==> src/rtl/reg_cmd_sequencer.sv <==
// Command sequencer for a bank of four counter/load registers.
// It turns clear/load/dec/inc/read commands into guarded funsel/reg_i/reg_en sequences and returns the result.
module reg_cmd_sequencer #(
    parameter int NBits = 16,
    parameter int NRegs = 4
) (
    input  logic                   clock,
    input  logic                   reset,
    input  logic                   cmd_valid,
    output logic                   cmd_ready,
    input  logic [2:0]             cmd_op,
    input  logic [1:0]             cmd_sel,
    input  logic [NBits-1:0]       cmd_data,
    input  logic [7:0]             cmd_count,
    output logic [1:0]             reg_funsel,
    output logic [NRegs-1:0]       reg_en,
    output logic [NBits-1:0]       reg_i,
    input  logic [NRegs*NBits-1:0] reg_q,
    output logic                   rsp_valid,
    input  logic                   rsp_ready,
    output logic [NBits-1:0]       rsp_data,
    output logic                   rsp_err,
    output logic                   busy
);

    // state   | meaning
    // S_IDLE  | waiting for a command, cmd_ready high
    // S_SETUP | funsel/reg_i settle with all enables low
    // S_PULSE | one-cycle enable on the selected register
    // S_GAP   | enables low between pulses; step counter advances
    // S_RESP  | response held until rsp_ready
    typedef enum logic [2:0] {
        S_IDLE  = 3'd0,
        S_SETUP = 3'd1,
        S_PULSE = 3'd2,
        S_GAP   = 3'd3,
        S_RESP  = 3'd4
    } state_t;

    localparam logic [2:0] OP_CLEAR = 3'b000;
    localparam logic [2:0] OP_LOAD  = 3'b001;
    localparam logic [2:0] OP_DEC   = 3'b010;
    localparam logic [2:0] OP_INC   = 3'b011;
    localparam logic [2:0] OP_READ  = 3'b100;

    state_t            state;
    state_t            state_nxt;
    logic [2:0]        op_q;
    logic [1:0]        sel_q;
    logic [NBits-1:0]  data_q;
    logic [1:0]        funsel_q;
    logic [7:0]        cnt_q;
    logic [NRegs-1:0]  en_q;
    logic [NBits-1:0]  rsp_data_q;
    logic              rsp_err_q;

    logic [NBits-1:0]  q_slice [NRegs];
    logic [NRegs-1:0]  sel_onehot;
    logic              is_write;
    logic              is_step;
    logic              is_illegal;
    logic              accept;
    logic              enter_resp;

    always_comb begin
        for (int k = 0; k < NRegs; k++) begin
            q_slice[k] = reg_q[k*NBits +: NBits];
        end
    end

    always_comb begin
        sel_onehot        = '0;
        sel_onehot[sel_q] = 1'b1;
    end

    assign is_write   = (op_q == OP_CLEAR) || (op_q == OP_LOAD);
    assign is_step    = (op_q == OP_DEC) || (op_q == OP_INC);
    assign is_illegal = (op_q > OP_READ);

    assign cmd_ready  = (state == S_IDLE) && !reset;
    assign accept     = cmd_valid && cmd_ready;
    assign enter_resp = (state != S_RESP) && (state_nxt == S_RESP);

    always_ff @(posedge clock) begin
        if (reset) begin
            state <= S_IDLE;
        end else begin
            state <= state_nxt;
        end
    end

    always_comb begin
        state_nxt = state;
        case (state)
            S_IDLE: begin
                if (accept) begin
                    state_nxt = S_SETUP;
                end
            end
            S_SETUP: begin
                if (is_write || (is_step && (cnt_q != 8'd0))) begin
                    state_nxt = S_PULSE;
                end else begin
                    state_nxt = S_RESP;
                end
            end
            S_PULSE: begin
                state_nxt = S_GAP;
            end
            S_GAP: begin
                // cnt_q still holds the steps including the pulse just finished
                if (is_step && (cnt_q != 8'd1)) begin
                    state_nxt = S_PULSE;
                end else begin
                    state_nxt = S_RESP;
                end
            end
            S_RESP: begin
                if (rsp_ready) begin
                    state_nxt = S_IDLE;
                end
            end
            default: begin
                state_nxt = S_IDLE;
            end
        endcase
    end

    always_ff @(posedge clock) begin
        if (reset) begin
            op_q       <= '0;
            sel_q      <= '0;
            data_q     <= '0;
            funsel_q   <= '0;
            cnt_q      <= '0;
            en_q       <= '0;
            rsp_data_q <= '0;
            rsp_err_q  <= 1'b0;
        end else begin
            en_q <= (state_nxt == S_PULSE) ? sel_onehot : '0;

            if (accept) begin
                op_q     <= cmd_op;
                sel_q    <= cmd_sel;
                data_q   <= cmd_data;
                cnt_q    <= cmd_count;
                funsel_q <= cmd_op[2] ? 2'b00 : cmd_op[1:0];
            end

            if ((state == S_GAP) && is_step) begin
                cnt_q <= cnt_q - 8'd1;
            end

            if (enter_resp) begin
                rsp_data_q <= q_slice[sel_q];
                rsp_err_q  <= is_illegal;
            end
        end
    end

    // Bus values come straight from flops loaded only at accept, so they cannot move under an enable.
    assign reg_funsel = funsel_q;
    assign reg_i      = data_q;
    assign reg_en     = en_q;
    assign rsp_valid  = (state == S_RESP);
    assign rsp_data   = rsp_data_q;
    assign rsp_err    = rsp_err_q;
    assign busy       = (state != S_IDLE);

endmodule

==> config.mk <==
export PLATFORM = sky130hd
export DESIGN_NAME = reg_cmd_sequencer
export DESIGN_NICKNAME = d
export VERILOG_FILES = /design/src/rtl/reg_cmd_sequencer.sv
export SDC_FILE = /design/constraint.sdc
export NUM_CORES = 1
export LEC_CHECK = 0
export ABC_AREA = 1
export CORE_MARGIN = 10
export CORE_UTILIZATION = 45
export CTS_BUF_LIST = sky130_fd_sc_hd__clkbuf_8
export CTS_CLUSTER_SIZE = 14
export DETAILED_ROUTE_END_ITERATION = 10
export GPL_ROUTABILITY_DRIVEN = 1
export PLACE_DENSITY = 0.95
export REMOVE_ABC_BUFFERS = 1
export SLEW_MARGIN = 25
export SYNTH_ARGS = -nofsm -noshare
export SYNTH_HDL_FRONTEND = slang
export SYNTH_SLANG_ARGS = --single-unit
==> constraint.sdc <==
create_clock -name clock -period 4.35 [get_ports clock]
set_input_delay 0.87 -clock clock [delete_from_list [all_inputs] [get_ports clock]]
set_output_delay 0.87 -clock clock [all_outputs]
set_load 0.1 [all_outputs]
==> impl_results.md, run 1 <==
- CP Launch Type: register
- Chip height: ~100 µm
- Area grow syn2layout: 51.9%
- Routed WL: 9530 µm
- Critical-path cell list: nor2_2 > nand2_2 > inv_1 > clkdlybuf4s50_1
- Placed cell count: 645
- CP max stage delay: 1170 ps
- Number of global-route vias before repair: 3,146
- CTS Root Cell: clkbuf_8
- Gp weighted congestion: 0.825
- Final setup fails: 0
- Via count: 3,379
- CTS buffer count: 5
- Post-DP HPWL: between 7000 and 8000 µm
- Vias/cell: 5.17
- Synthesized cell area: 2840 µm²
- Period utilisation layout: between 70% and 80%
- # Post-CTS Setup Buffers: 0
- CTS tree: yes
- Mean Syn Cell Area: approximately 6.3 µm²
- MaxCap Viol Count: 0
- Number of antenna diodes: 0
- Static Leak: between 1.5 and 2 nW
- CP Capture Type: output pin
- Crit-path slowest cell: clkdlybuf4s50_1
- Clock sinks: 55
- Clk_skew: between 10 and 15 ps
- Gr ovfl total: 0
- Pins over their slew limit: 0
- DR WL/cell: approximately 15 µm
- Post-Route Setup TNS: 0 ps
- Slew @ Worst Pin: between 1000 and 1500 ps
- Core Util, Final: 71.5%
- First-pass GRT wire length: ~15,000 µm
- Latest clock arrival within the worst-skew pair: 310 ps
- Global-route total usage across every layer: between 10% and 20%
- Initial antenna violation count: 0
- Clock-pin slew on the worst setup and hold paths: 100 ps
- Largest net degree at the start of global routing: 36
- Initial DRT Pass Iterations: 4
- Cells after Synth: 452
- Die Wd: 99.4 µm
- Starting density of the core: 47.1%
- Synth unique cells: 25
- Ports: 139
- Worst Path Required: 3480 ps
- Initial DRC count: roughly 120
- Nets@finish: 677
- Number of remaining DRC errors: 0
- Clock Tree Buf Depth: 2
- Minimum clock period: 3270 ps
- # H-tree levels: 2
- Routed Antenna Nets: 0
- Yosys warnings: 0
- Die area: between 9000 and 10,000 µm²
- Row cnt: 28
- Outcome: complete, no violations
- RSZ-0062 raised after global routing: false
- PD cells: around 320 nW/µm²
- Core Area: around 6000 µm²
- CP max FO: 18
- Worst hold path class: register to register
- Fmax: 0.306 GHz
- Maximum vdd drop: 0.000204 V
- Slew margin rel.: 31.6%
- Kind of critical path: register to output pin
- Final instance count without filler cells: 653
- CP arrival: 2400 ps
- Port Buffers: 138
- Post-synthesis sequential area ratio: 38.8%
- Share of cells above drive strength 1: 4.67%
- Final hold viol count: 0
- PostCTS Resize Cnt: 0
- Cts hold-fix bufs: 0
- Flops & latches, synth: 55
per-stage QoR:
stage / worst slack, ps / hold slack, ps / area (µm²) / total power, W
floorplan: 704 / 436 / 2730 / 0.000905
global placement: 1440 / 452 / 4220 / 0.00108
detailed placement: 1420 / 455 / 4220 / 0.00109
CTS: 1060 / 471 / 4310 / 0.00138
global route: 941 / 488 / 4310 / 0.00144
finish: 1080 / 468 / 4310 / 0.00137
flip-flops by register name, indices dropped and copies added, names as in the netlist:
| signal | count |
|---|---|
| rsp_data | 16 |
| cnt_q | 8 |
| reg_en | 4 |
| reg_i | 16 |
| state | 3 |
| op_q | 3 |
| rsp_err | 1 |
| reg_funsel | 2 |
| sel_q | 2 |
Yosys cell counts:
master	count	area share (%)
nor2_1	67	8.9
buf_1	5	0.66
nor3_1	1	0.18
a21oi_4	1	0.57
buf_6	1	0.40
a21oi_1	43	7.6
buf_4	1	0.26
buf_2	11	1.9
nand2_2	5	1.1
o21ai_2	1	0.31
o211ai_1	1	0.26
nor2_2	6	1.3
nand3_1	47	8.3
nand3_2	1	0.35
nand2_1	156	21
clkbuf_1	5	0.66
a22oi_1	1	0.26
dfxtp_1	55	39
xnor2_1	1	0.31
inv_1	25	3.3
a31oi_1	2	0.44
o21ai_0	10	1.8
inv_2	1	0.13
clkinv_1	2	0.26
ha_1	3	1.3
final timing paths:
| kind | to | slack, ps | start | cells past startpoint |
|---|---|---|---|---|
| setup / recovery | rsp_valid | 1080 | state[1]$_SDFF_PP0_ | 4 |
| hold / removal | op_q[0]$_SDFFE_PP0P_ | 470 | op_q[0]$_SDFFE_PP0P_ | 2 |
| setup reg to reg | rsp_data[4]$_SDFFE_PP0P_ | 2090 | sel_q[1]$_SDFFE_PP0P_ | 6 |
| hold reg to reg | op_q[0]$_SDFFE_PP0P_ | 470 | op_q[0]$_SDFFE_PP0P_ | 2 |
final cells by class:
class	count	area, µm²
fillers	495	1720
multi-input cells	346	1520
repair buffers	141	1400
flip-flops and latches	55	1100
inverters	28	105
well taps	75	93.8
clock buffers	5	68.8
clock inverters	3	20.0
layout by cell type, fill, tap and decap left out:
master / count
a31oi_1: 2
nand2_1: 156
inv_1: 25
nand2_2: 5
ha_1: 3
buf_4: 4
clkinvlp_4: 2
dfxtp_1: 55
nor3_1: 1
nor2_1: 67
clkinv_2: 1
clkbuf_8: 5
inv_2: 1
a21oi_1: 43
xnor2_1: 1
nand3_1: 47
a22oi_1: 1
o211ai_1: 1
clkdlybuf4s50_1: 137
nand3_2: 1
a21oi_4: 1
nor2_2: 6
o21ai_0: 10
clkinv_1: 2
o21ai_2: 1
worst max-delay path: cells and delay by family, from the launching register on:
| kind | cells | cell delay [ps] |
|---|---|---|
| and+or+nand+nor | 2 | 360 |
| buffers and inverters | 2 | 1370 |
| DFF | 1 | 350 |
report_power, final:
| part | switching, W | internal, W | leakage (nW) |
|---|---|---|---|
| Sequential | 0.0000255 | 0.000537 | 0.449 |
| Clock | 0.000171 | 0.000112 | 0.0402 |
| Combinational | 0.000343 | 0.000177 | 1.36 |
| Total | 0.000539 | 0.000827 | 1.85 |
layer usage:
| metal | vias up | track usage [%] | share of wire [%] |
|---|---|---|---|
| met5 | - | 0 | 0 |
| met4 | 0 | 4.08 | 1.0 |
| met3 | 9 | 7.68 | 12 |
| met2 | 142 | 30.7 | 45 |
| met1 | 1553 | 22.1 | 42 |
| li1 | 1675 | - | - |
logic make-up after synthesis:
logic type	after synthesis	share of synthesized area, %
compound gates	59	11.2
xor+xnor	1	0.309
flops	55	38.8
simple gates	283	40.7
fa+ha+maj	3	1.32
buf+inv	51	7.63
Note: power is estimated with default switching activity, not from simulation.
==> run 2: changes to the inputs <==
--- a/config.mk
+++ b/config.mk
@@ -7,12 +7,12 @@
 export LEC_CHECK = 0
 export ABC_AREA = 1
 export CORE_MARGIN = 10
-export CORE_UTILIZATION = 45
+export CORE_UTILIZATION = 42
 export CTS_BUF_LIST = sky130_fd_sc_hd__clkbuf_8
 export CTS_CLUSTER_SIZE = 14
 export DETAILED_ROUTE_END_ITERATION = 10
 export GPL_ROUTABILITY_DRIVEN = 1
-export PLACE_DENSITY = 0.95
+export PLACE_DENSITY = 0.92
 export REMOVE_ABC_BUFFERS = 1
 export SLEW_MARGIN = 25
 export SYNTH_ARGS = -nofsm -noshare
==> constraint.sdc (replaced) <==
create_clock -name clock -period 3.13 [get_ports clock]
set_input_delay 0.626 -clock clock [delete_from_list [all_inputs] [get_ports clock]]
set_output_delay 0.626 -clock clock [all_outputs]
set_load 0.1 [all_outputs]
==> impl_results.md, run 2 (synthesis gave the netlist of run 1 again) <==
- CTS Root Cell: clkbuf_8
- GR Layer Usage met1: 20.0% (-2.1 points)
- Starting density of the core: 43.9% (-3.2 points)
- Post-DP HPWL: 7340 µm (-3.4%)
- Placed Area: 4160 µm² (-1.4%)
- Port Buffers: 138 (unchanged)
- Final hold viol count: 0 (unchanged)
- Period utilisation layout: between 70% and 80%
- Initial DRT Pass Iterations: 5 (+1)
- Kind of critical path: register to output pin
- CP Capture Type: output pin
- Ports: 139 (unchanged)
- Slew @ Worst Pin: 906 ps (-117 ps)
- PostCTS Resize Cnt: 0 (unchanged)
- Latest clock arrival within the worst-skew pair: 310 ps (about the same)
- Clock-pin slew on the worst setup and hold paths: 100 ps (about the same)
- Initial antenna violation count: 0 (unchanged)
- Gr busiest metal: met2
- Routed Antenna Nets: 0 (unchanged)
- Worst hold path class: register to register
- Share of cells above drive strength 1: 12.1% (+7.4 points)
- CTS buffer count: 5 (unchanged)
- Slew margin rel.: 39.2% (+7.6 points)
- Number of remaining DRC errors: 0 (unchanged)
- Number of global-route vias before repair: 3,201 (+1.7%)
- Reg-to-reg setup timing slack: 1230 ps (-860 ps)
- Maximum vdd drop: 0.000325 V (+59%)
- MaxCap Viol Count: 0 (unchanged)
- Gr ovfl total: 0 (unchanged)
- Vias/cell: 4.94 (-4.6%)
- Outcome: complete, no violations
- Most frequent cells in the layout: nand2_1 (156), clkdlybuf4s50_1 (96), nor2_1 (67)
- Minimum clock period: around 2200 ps
- Worst Path Required: 2500 ps (-980 ps)
- M2 GR Usage: 30.2% (-0.49 points)
- CP max FO: 18 (unchanged)
- Largest net degree at the start of global routing: 36 (unchanged)
- Final setup fails: 0 (unchanged)
- Clock Tree Buf Depth: 2 (unchanged)
- Die Wd: 102 µm (+2.8%)
- Initial DRC count: 165 (+33%)
- # Post-CTS Setup Buffers: 0 (unchanged)
- Area grow syn2layout: 49.9%
- CP Launch Type: register
- Nets@finish: 679 (+0.30%)
- Chip height: 102 µm (+2.8%)
- Via count: 3,245 (-4.0%)
- Min Hold Slack: 470 ps (+1.07 ps)
- RSZ-0062 raised after global routing: false
- # H-tree levels: 2 (unchanged)
- Pins over their slew limit: 0 (unchanged)
- Total power: 0.00190 W (+39%)
- Post-route cell area: 4250 µm² (-1.3%)
- Clk_skew: 10.4 ps (-1.87 ps)
- Gp weighted congestion: 0.864 (+4.8%)
- Core Area: 6460 µm² (+7.2%)
- CTS tree: yes
- Row cnt: 29 (+3.6%)
- Clock sinks: 55 (unchanged)
- Static Leak: 1.94 nW (+5.2%)
- CP arrival: 1580 ps (-820 ps)
- Fmax: 0.454 GHz
- DR WL/cell: 14.3 µm (-1.8%)
- Most common cell after layout, fill and taps aside: nand2_1
- Global-route total usage across every layer: 17.6% (-1.0 points)
- Cts hold-fix bufs: 0 (unchanged)
- PD cells: 447 nW/µm² (+41%)
- Met3 usage: 7.29% (-0.39 points)
- Routed WL: 9420 µm (-1.2%)
- Number of antenna diodes: 0 (unchanged)
- Die area: 10,400 µm² (+5.7%)
- Post-Route Setup TNS: 0 ps (unchanged)
- First-pass GRT wire length: 15,100 µm (-2.4%)
## run 2: cell types whose count changed in the layout (fill, tap and decap cells not counted), sizes merged
cell / delta
buf: +43
inv: +1
clkinv: -1
clkdlybuf4s50: -41
## run 2: metal layers
layer,vias to the layer above,part of all wire (%),routed length (µm)
met4,0,0.52,49
met2,129,46,4330
li1,1674,-,-
met1,1438,41,3840
met3,4,13,1190
met5,-,0,0
## run 2: through the flow
step,setup slack [ps],util [%],cells
6_report,927,65.9,657
5_1_grt,764,65.9,657
4_1_cts,910,65.9,657
3_5_place_dp,745,64.4,649
3_3_place_gp,785,64.4,649
2_1_floorplan,-516,-,429
## run 2: power by group
| group | internal, W | switching, W |
|---|---|---|
| Combinational | 0.000242 | 0.000481 |
| Sequential | 0.000746 | 0.0000296 |
| Clock | 0.000161 | 0.000241 |
| Total | 0.00115 | 0.000751 |
## run 2: final timing paths
check	endpoint	cells after the start	from
hold reg to reg	reg_i[14]$_SDFFE_PP0P_	2	reg_i[14]$_SDFFE_PP0P_
hold / removal	reg_i[14]$_SDFFE_PP0P_	2	reg_i[14]$_SDFFE_PP0P_
setup / recovery	rsp_valid	4	state[1]$_SDFF_PP0_
setup reg to reg	rsp_data[6]$_SDFFE_PP0P_	7	sel_q[0]$_SDFFE_PP0P_
## run 2: area by class of cell
cell class	count	area (µm²)
repair buffers	143	1340
flip-flops and latches	55	1100
inverters	28	105
well taps	77	96.3
clock buffers	5	68.8
fillers	608	2200
clock inverters	3	23.8
multi-input cells	346	1520
## run 2: worst max-delay path, stage by stage (launching register included)
cell and delay [ps]:
dfxtp_1 350, nor2_2 140, nand2_2 230, inv_1 220, buf_4 320
==> run 3: changes to the inputs <==
--- a/config.mk
+++ b/config.mk
@@ -7,12 +7,12 @@
 export LEC_CHECK = 0
 export ABC_AREA = 1
 export CORE_MARGIN = 10
-export CORE_UTILIZATION = 42
+export CORE_UTILIZATION = 38
 export CTS_BUF_LIST = sky130_fd_sc_hd__clkbuf_8
 export CTS_CLUSTER_SIZE = 14
 export DETAILED_ROUTE_END_ITERATION = 10
 export GPL_ROUTABILITY_DRIVEN = 1
-export PLACE_DENSITY = 0.92
+export PLACE_DENSITY = 0.88
 export REMOVE_ABC_BUFFERS = 1
 export SLEW_MARGIN = 25
 export SYNTH_ARGS = -nofsm -noshare
==> constraint.sdc (replaced) <==
create_clock -name clock -period 2 [get_ports clock]
set_input_delay 0.4 -clock clock [delete_from_list [all_inputs] [get_ports clock]]
set_output_delay 0.4 -clock clock [all_outputs]
set_load 0.1 [all_outputs]
==> impl_results.md, run 3 (synthesis gave the netlist of run 1 again) <==
- CTS tree: yes
- Ports: 139 (unchanged)
- Critical R2R Launch: cnt_q[0]$_SDFFE_PP0P_
- Clock Tree Buf Depth: 2 (unchanged)
- CTS buffer count: 5 (unchanged)
- DR WL/cell: 14.5 µm (+1.4%)
- Initial antenna violation count: 0 (unchanged)
- Routed Antenna Nets: 0 (unchanged)
- Number of antenna diodes: 0 (unchanged)
- Critical-path cell list: nor2_2 > nand2_1 > nor2_2 > buf_12
- # H-tree levels: 2 (unchanged)
- Slew @ Worst Pin: 589 ps (-316 ps)
- Outcome: complete, no violations
- Worst hold path class: register to register
- Routed WL: 9900 µm (+5.1%)
- Core Area: 7250 µm² (+12%)
- Pins over their slew limit: 0 (unchanged)
- First-pass GRT wire length: 15,500 µm (+2.6%)
- Die area: 11,300 µm² (+8.4%)
- Die Wd: 106 µm (+4.1%)
- RSZ-0062 raised after global routing: false
- Worst Path Required: 1600 ps (-900 ps)
- # Post-CTS Setup Buffers: 0 (unchanged)
- Nets@finish: 681 (+0.29%)
- Fill cells: 678 (+12%)
- Period utilisation layout: 90.1%
- CP Launch Type: register
- Kind of critical path: register to output pin
- Crit-path slowest cell: dfxtp_1
- RR Endpoint: rsp_data[10]$_SDFFE_PP0P_
- Maximum vdd drop: 0.000409 V (+26%)
- Static Leak: 1.97 nW (+1.5%)
- Via count: 3,319 (+2.3%)
- PD cells: 717 nW/µm² (+60%)
- Port Buffers: 138 (unchanged)
- Most used cell, CP: nor2_2
- Area grow syn2layout: 53.2%
- Number of global-route vias before repair: 3,258 (+1.8%)
- Gp weighted congestion: 0.929 (+7.5%)
- CTS Root Cell: clkbuf_8
- Fmax: roughly 0.55 GHz
- CP arrival: 1400 ps (-180 ps)
- Initial DRC count: 149 (-9.7%)
- Clk_skew: 8.43 ps (-1.93 ps)
- CP max FO: 4 (-14)
- Post-DP HPWL: 7700 µm (+4.9%)
- Worst Setup SP: state[1]$_SDFF_PP0_
- CP max stage delay: 360 ps (about the same)
- Min Hold Slack: 474 ps (+4.07 ps)
- Final hold viol count: 0 (unchanged)
- Slew margin rel.: 60.5% (+21 points)
- Largest net degree at the start of global routing: 43 (+19%)
- Minimum clock period: 1800 ps
- CP Capture Type: output pin
- Clock sinks: 55 (unchanged)
- Latest clock arrival within the worst-skew pair: 310 ps (about the same)
- Slack of the critical path: 198 ps (-730 ps)
- Gr ovfl total: 0 (unchanged)
- Share of cells above drive strength 1: 12.5% (+0.47 points)
- FF-to-FF path depth: 10 (+3)
- Core Util, Final: 59.9% (-5.9 points)
- Reg-to-reg setup timing slack: 240 ps (-990 ps)
- Hold Path Depth: 2 (unchanged)
- PostCTS Resize Cnt: 0 (unchanged)
- Row cnt: 31 (+6.9%)
- Vias/cell: 4.87 (-1.3%)
- MaxCap Viol Count: 0 (unchanged)
- Number of remaining DRC errors: 0 (unchanged)
- DP Worst Slack: 145 ps (-600 ps)
- Chip height: 106 µm (+4.1%)
- Starting density of the core: 39.1% (-4.8 points)
- Initial DRT Pass Iterations: 4 (-1)
- Final setup fails: 0 (unchanged)
- Hold_sp: reg_i[11]$_SDFFE_PP0P_
- Most frequent cells in the layout: nand2_1 (156), clkdlybuf4s50_1 (96), nor2_1 (67)
- Clock-pin slew on the worst setup and hold paths: 100 ps (about the same)
- Cts hold-fix bufs: 0 (unchanged)
- Most common cell after layout, fill and taps aside: nand2_1
- Global-route total usage across every layer: 16.4% (-1.2 points)
- Hold Path End: reg_i[11]$_SDFFE_PP0P_
==> run 3: cell types whose count changed in the layout (fill, tap and decap cells not counted) <==
cell | previous run | this run
buf_12 | 2 | 4
clkinv_1 | 2 | 1
bufinv_16 | 0 | 1
==> run 3: area by class of cell <==
class / count / area (µm²) / share of cell area, %
clock buffers: 5 / 68.8 / 1.58
multi-input cells: 346 / 1520 / 35.0
flip-flops and latches: 55 / 1100 / 25.3
repair buffers: 145 / 1380 / 31.7
clock inverters: 3 / 46.3 / 1.06
well taps: 99 / 124 / 2.85
inverters: 28 / 109 / 2.50
==> run 3: where the power goes <==
| part | leakage [nW] | total, W | internal (W) | switching (W) |
|---|---|---|---|---|
| registers | 0.449 | 0.00122 | 0.00117 | 0.0000483 |
| logic | 1.47 | 0.00115 | 0.000391 | 0.000761 |
| clock network | 0.0548 | 0.000747 | 0.000378 | 0.000370 |
==> run 3: worst max-delay path: cells and delay by family, from the launching register on <==
family / cells / cell delay, ps
buffers and inverters: 1 / 200
DFF: 1 / 360
and+or+nand+nor: 3 / 530
==> run 3: metal layers <==
layer / vias up / wire length (µm) / global-route usage (%)
met1: 1490 / 4470 / 19.9
met5: - / 0 / 0
met2: 144 / 4480 / 28.3
li1: 1679 / - / -
met4: 0 / 74 / 3.29
met3: 6 / 878 / 4.47
==> run 3: worst max-delay path by stage <==
stage               cells past startpoint                         to  slack, ps
global placement                        7   rsp_data[9]$_SDFFE_PP0P_        210
detailed placement                      7   rsp_data[7]$_SDFFE_PP0P_        150
global route                           10  rsp_data[12]$_SDFFE_PP0P_         90
finish                                  4                  cmd_ready        200
CTS                                     7   rsp_data[7]$_SDFFE_PP0P_        100
floorplan                               9      cnt_q[6]$_SDFFE_PP0P_      -1650
==> run 3: per-stage QoR <==
stage                     power (W)  area (µm²)  setup TNS (ps)  instances
final                       0.00312        4350               0        681
after global routing        0.00328        4350               0        681
after CTS                   0.00314        4340               0        681
after detailed placement    0.00239        4230               0        673
after global placement      0.00238        4230               0        673
after floorplan             0.00197        2730          -57300        429
